## src/rtl/sram_pkg.sv

```systemverilog
// rtl/sram_pkg.sv - shared types, defaults and helpers for the byte-enable SRAM
package sram_pkg;

    // Clear engine states: INIT walks the array writing the clear word, READY serves requests
    typedef enum logic {
        INIT  = 1'b0,
        READY = 1'b1
    } state_t;

    localparam int DEF_ADDR_WIDTH   = 4;
    localparam int DEF_DATA_WIDTH   = 32;
    localparam int DEF_READ_LATENCY = 1;

    // Number of byte lanes in a word of dw bits
    function automatic int strb_width(input int dw);
        return dw / 8;
    endfunction

endpackage

```

## src/rtl/sram_clear_seq.sv

```systemverilog
// rtl/sram_clear_seq.sv - INIT/READY sequencer, clear counter and array write-port select
module sram_clear_seq
    import sram_pkg::*;
#(
    parameter int                    ADDR_WIDTH  = DEF_ADDR_WIDTH,
    parameter int                    DATA_WIDTH  = DEF_DATA_WIDTH,
    parameter logic [DATA_WIDTH-1:0] CLEAR_VALUE = '0
) (
    input  logic                             clk,
    input  logic                             rst,
    input  logic                             clear,
    input  logic                             req_valid,
    input  logic                             req_we,
    input  logic [ADDR_WIDTH-1:0]            req_addr,
    input  logic [DATA_WIDTH-1:0]            req_wdata,
    input  logic [strb_width(DATA_WIDTH)-1:0] req_be,
    output logic                             req_ready,
    output logic                             busy,
    output logic                             rd_accept,
    output logic                             mem_we,
    output logic [ADDR_WIDTH-1:0]            mem_addr,
    output logic [DATA_WIDTH-1:0]            mem_wdata,
    output logic [strb_width(DATA_WIDTH)-1:0] mem_be
);

    localparam int                    BW       = strb_width(DATA_WIDTH);
    localparam logic [ADDR_WIDTH-1:0] CNT_LAST = '1;

    state_t                state;
    logic [ADDR_WIDTH-1:0] cnt;
    logic                  accept;

    // Sequencer: reset or an honoured clear restarts the walk at word 0; the last word hands over to READY
    always_ff @(posedge clk) begin
        if (rst) begin
            state <= INIT;
            cnt   <= '0;
            busy  <= 1'b1;
        end else begin
            case (state)
                INIT: begin
                    if (cnt == CNT_LAST) begin
                        state <= READY;
                        busy  <= 1'b0;
                        cnt   <= '0;
                    end else begin
                        cnt <= cnt + 1'b1;
                    end
                end
                READY: begin
                    if (clear) begin
                        state <= INIT;
                        busy  <= 1'b1;
                        cnt   <= '0;
                    end
                end
                default: begin
                    state <= INIT;
                    busy  <= 1'b1;
                    cnt   <= '0;
                end
            endcase
        end
    end

    // A clear request steals the cycle, so no request can slip in alongside it
    assign req_ready = (state == READY) && !clear;
    assign accept    = req_valid && req_ready;
    assign rd_accept = accept && !req_we && !rst;

    // Write port select: the clear engine owns the array in INIT, accepted writes own it in READY
    always_comb begin
        mem_we    = accept && req_we && !rst;
        mem_addr  = req_addr;
        mem_wdata = req_wdata;
        mem_be    = req_be;
        if (state == INIT) begin
            mem_we    = !rst;
            mem_addr  = cnt;
            mem_wdata = CLEAR_VALUE;
            mem_be    = {BW{1'b1}};
        end
    end

endmodule

```

## src/rtl/sram_be_pipe.sv

```systemverilog
// rtl/sram_be_pipe.sv - single-port SRAM with byte enables, handshake, clear engine and read pipeline
module sram_be_pipe
    import sram_pkg::*;
#(
    parameter int                    ADDR_WIDTH   = DEF_ADDR_WIDTH,
    parameter int                    DATA_WIDTH   = DEF_DATA_WIDTH,
    parameter int                    READ_LATENCY = DEF_READ_LATENCY,
    parameter logic [DATA_WIDTH-1:0] CLEAR_VALUE  = '0
) (
    input  logic                             clk,
    input  logic                             rst,
    input  logic                             clear,
    input  logic                             req_valid,
    output logic                             req_ready,
    input  logic                             req_we,
    input  logic [ADDR_WIDTH-1:0]            req_addr,
    input  logic [DATA_WIDTH-1:0]            req_wdata,
    input  logic [strb_width(DATA_WIDTH)-1:0] req_be,
    output logic                             rd_valid,
    output logic [DATA_WIDTH-1:0]            rd_data,
    output logic                             busy
);

    localparam int BW    = strb_width(DATA_WIDTH);
    localparam int DEPTH = 2 ** ADDR_WIDTH;

    // Refuse to build with a latency the pipeline does not implement or a non-byte word
    if (READ_LATENCY != 1 && READ_LATENCY != 2) begin : g_bad_latency
        $error("sram_be_pipe: READ_LATENCY must be 1 or 2");
    end
    if (DATA_WIDTH % 8 != 0) begin : g_bad_width
        $error("sram_be_pipe: DATA_WIDTH must be a multiple of 8");
    end

    logic [DATA_WIDTH-1:0] mem [DEPTH];

    logic                  rd_accept;
    logic                  mem_we;
    logic [ADDR_WIDTH-1:0] mem_addr;
    logic [DATA_WIDTH-1:0] mem_wdata;
    logic [BW-1:0]         mem_be;

    logic                  s1_valid;
    logic [DATA_WIDTH-1:0] s1_data;

    sram_clear_seq #(
        .ADDR_WIDTH  (ADDR_WIDTH),
        .DATA_WIDTH  (DATA_WIDTH),
        .CLEAR_VALUE (CLEAR_VALUE)
    ) u_clear_seq (
        .clk       (clk),
        .rst       (rst),
        .clear     (clear),
        .req_valid (req_valid),
        .req_we    (req_we),
        .req_addr  (req_addr),
        .req_wdata (req_wdata),
        .req_be    (req_be),
        .req_ready (req_ready),
        .busy      (busy),
        .rd_accept (rd_accept),
        .mem_we    (mem_we),
        .mem_addr  (mem_addr),
        .mem_wdata (mem_wdata),
        .mem_be    (mem_be)
    );

    // Array write with per-byte merge; disabled lanes keep their previous contents
    always_ff @(posedge clk) begin
        if (mem_we) begin
            for (int i = 0; i < BW; i++) begin
                if (mem_be[i]) begin
                    mem[mem_addr][8*i +: 8] <= mem_wdata[8*i +: 8];
                end
            end
        end
    end

    // First read stage: capture the word at the acceptance edge, before any later write lands
    always_ff @(posedge clk) begin
        if (rst) begin
            s1_valid <= 1'b0;
            s1_data  <= '0;
        end else begin
            s1_valid <= rd_accept;
            if (rd_accept) begin
                s1_data <= mem[req_addr];
            end
        end
    end

    if (READ_LATENCY == 2) begin : g_lat2
        logic                  s2_valid;
        logic [DATA_WIDTH-1:0] s2_data;

        // Second read stage: delay the pulse one cycle, holding data between pulses
        always_ff @(posedge clk) begin
            if (rst) begin
                s2_valid <= 1'b0;
                s2_data  <= '0;
            end else begin
                s2_valid <= s1_valid;
                if (s1_valid) begin
                    s2_data <= s1_data;
                end
            end
        end

        assign rd_valid = s2_valid;
        assign rd_data  = s2_data;
    end else begin : g_lat1
        assign rd_valid = s1_valid;
        assign rd_data  = s1_data;
    end

endmodule

```

## config.mk

```make
export PLATFORM = sky130hd
export DESIGN_NAME = sram_be_pipe
export DESIGN_NICKNAME = d
export VERILOG_FILES = /design/src/rtl/sram_pkg.sv /design/src/rtl/sram_clear_seq.sv /design/src/rtl/sram_be_pipe.sv
export SDC_FILE = /design/constraint.sdc
export NUM_CORES = 1
export LEC_CHECK = 0
export BUFFER_PORTS_ARGS = -buffer_cell sky130_fd_sc_hd__clkbuf_2
export CORE_UTILIZATION = 60
export DETAILED_ROUTE_END_ITERATION = 10
export PLACE_DENSITY = 0.78
export SLEW_MARGIN = 15
export SYNTH_ARGS = -nofsm -noshare
export SYNTH_HDL_FRONTEND = slang
export SYNTH_SLANG_ARGS = --single-unit
export TNS_END_PERCENT = 100
```

## constraint.sdc

```tcl
create_clock -name clk -period 2.2 [get_ports clk]
set_input_delay 0.22 -clock clk [delete_from_list [all_inputs] [get_ports clk]]
set_output_delay 0.22 -clock clk [all_outputs]
set_load 0.03 [all_outputs]
```

==> metrics <==
Relative slew margins 30.0%; Setup Crit Path Kind reg -> reg; Longest Clk Path Bufs 3; post-route ant nets 0; drt first pass iters 7; sw frac 19.5%; Slew Viols, Final 0; die area 36000 um2; pre-CTS setup slack 91.4 ps; cell count after synthesis 1035; unrepaired setup endpoints after global routing no; io pins 80; Die X 190 um; Max Freq 482 MHz; vias in the first global route 11000; status completed; Psw 4.11 mW; area grow syn2layout 15.2%; Tot Pwr 21.1 mW; Comb pwr share 3.8%; Clock Latency Late Sink 550 ps; worst-path maximum fanout 32; clk sink count 551; Max-Cap Viols 0; Clk pin slew, worst setup/hold paths 60 ps; hold_sp clear; vias 10500; H-Tree Depth 2; final clock period utilization by the worst path 94.3%; Die Height 190 um; Max Clock Skew 18.7 ps; Setup TNS 0 ps; clock root buffer clkbuf_16; crit end category register; Initial DRC Count 1156; most frequent cells in the layout 512 x edfxtp_1, 128 x mux4_2, 90 x buf_4; Hold Crit Class in -> reg; area of the multi-input gates 4690 um2; fin nets 1252; Period minus WS final 2080 ps; Unique masters post-synth 38; Hold Fails Final Rpt 0; All-Layer GR Usage 25.2%; CP startpoint kind register; PD cells 869 nW/um2; setup slack after layout 125 ps; Core Area 34600 um2; row count 68; Internal Power 17.0 mW; Flop pwr share 54.3%; final setup violation count 0; DP HPWL 27.6 mm; Synth Flop Type edfxtp_1; largest net degree at the start of global routing 57; Syn Area/Cell 20.4 um2; initial antenna violation count 1; Seq. cell area 16200 um2; Clock Power Share 41.9%; Vias/cell 6.17; Synthesized Nets 1081; commonest non-fill, non-tap cell in the layout edfxtp_1; port buffer count 79; synth warn 0; grt ovf 0; share of cells above drive strength 1 31.5%; initial cell density of the core 61.0%; post-synthesis sequential area ratio 76.5%; WL final 43.6 mm; Final GP Congestion 0.869; Leak 7.74 nW; CP required 2660 ps; Mapped Area 21100 um2; Least-Margin Pin Slew 1050 ps; Post-synth ARST share 0%; reg2reg start u_clear_seq.state$_SDFF_PP0_; FILL cells 2067; synthesized flop and latch total 551; first-pass GRT wire length 66.0 mm; routed len/inst 25.6 um; worst vdd ir 0.660 mV; # Post-CTS Setup Buffers 0; worst hold margin 93.9 ps; CTS tree done; Worst Setup SP u_clear_seq.state$_SDFF_PP0_; hold buffer count at cts 0; Post-synth EDFFs 512; DRC viols 0; TritonCTS Buffers 53; Worst EP arrival 2540 ps
worst paths after layout:
kind | slack (ps) | endpoint | cells past startpoint
min | 90 | u_clear_seq.cnt[1]$_SDFFE_PP0P_ | 3
min reg2reg | 470 | rd_data[28]$_SDFFE_PP0P_ | 2
max | 120 | rd_data[31]$_SDFFE_PP0P_ | 5
max reg2reg | 120 | rd_data[31]$_SDFFE_PP0P_ | 5
synth_stat cells (2+ instances only):
cell type | number | area, um2
nand3b_1 | 2 | 15.0
clkbuf_1 | 28 | 105
mux2i_1 | 32 | 320
nand3_1 | 3 | 15.0
or3_1 | 2 | 12.5
nor2b_1 | 2 | 12.5
edfxtp_1 | 512 | 15400
o21ai_1 | 4 | 20.0
a21oi_1 | 4 | 20.0
a22oi_1 | 32 | 240
a32o_1 | 2 | 20.0
o31ai_1 | 2 | 15.0
nand2b_1 | 3 | 18.8
and2_1 | 32 | 200
o21ai_0 | 3 | 15.0
buf_1 | 2 | 7.51
o211ai_1 | 32 | 240
buf_6 | 6 | 67.6
a2bb2oi_1 | 3 | 26.3
nor2_1 | 71 | 267
buf_2 | 19 | 95.1
buf_4 | 4 | 30.0
mux4_2 | 128 | 2880
dfxtp_1 | 39 | 781
inv_1 | 2 | 7.51
nand2_1 | 54 | 203
final cells by class:
cell class	count	share of cell area [%]
sequential	551	66.4
timing repair buffer	175	4.99
clock inverter	34	1.38
tap	455	2.34
multi-input combinational	422	19.3
clock buffer	61	5.57
antenna	1	0.0103
inverter	3	0.0463
layer usage:
layer	track usage (%)	share of wire, %	vias to the layer above
met2	41.2	50	485
met3	6.07	9.2	79
met5	0	0	-
li1	-	-	4572
met1	34.3	38	5369
met4	6.73	2.1	0
flip-flops by register name, summed over array words and instances (netlist names):
| signal | flops |
|---|---|
| u_clear_seq.state | 1 |
| rd_valid | 1 |
| u_clear_seq.cnt | 4 |
| mem | 512 |
| u_clear_seq.busy | 1 |
| rd_data | 32 |
stage by stage:
| step | cells | area, um2 | util [%] |
|---|---|---|---|
| 4_1_cts | 1701 | 24300 | 70.2 |
| 3_5_place_dp | 1606 | 22600 | 65.3 |
| 5_1_grt | 1702 | 24300 | 70.3 |
| 6_report | 1702 | 24300 | 70.3 |
| 2_1_floorplan | 1035 | 21100 | - |
| 3_3_place_gp | 1606 | 22600 | 65.3 |
power groups by stage:
stage | logic [mW] | clock network [mW] | registers [mW]
5_1_grt | 0.851 | 9.40 | 11.5
3_5_place_dp | 0.786 | 0 | 11.7
4_1_cts | 0.792 | 8.99 | 11.5
2_1_floorplan | 0.532 | 0 | 11.7
3_3_place_gp | 0.770 | 0 | 11.7
6_report | 0.797 | 8.86 | 11.5
worst max-delay path, stage by stage, from the launching register on:
cell      delay [ps]
dfxtp_2          340
buf_4            190
and4bb_2         300
nor2_4           800
nand2_1          190
o211ai_1         160
cell families (layout without fill, tap and decap cells):
family	Yosys count	after routing	synth area share [%]
AOI/OAI and AO/OA	87	87	3.02
xor gates and xnor gates	1	1	0.0415
adders and majority gates	1	1	0.0592
buffers and inverters	62	273	1.50
DFF	551	551	76.5
muxes	160	160	15.2
other	0	1	0
and+or+nand+nor	173	173	3.71
timing repair:
action                     4_1_cts  5_1_grt
resized for setup                0        7
hold endpoints to repair         0        0
setup endpoints to repair        0      142
(Power assumes the default switching activity.)
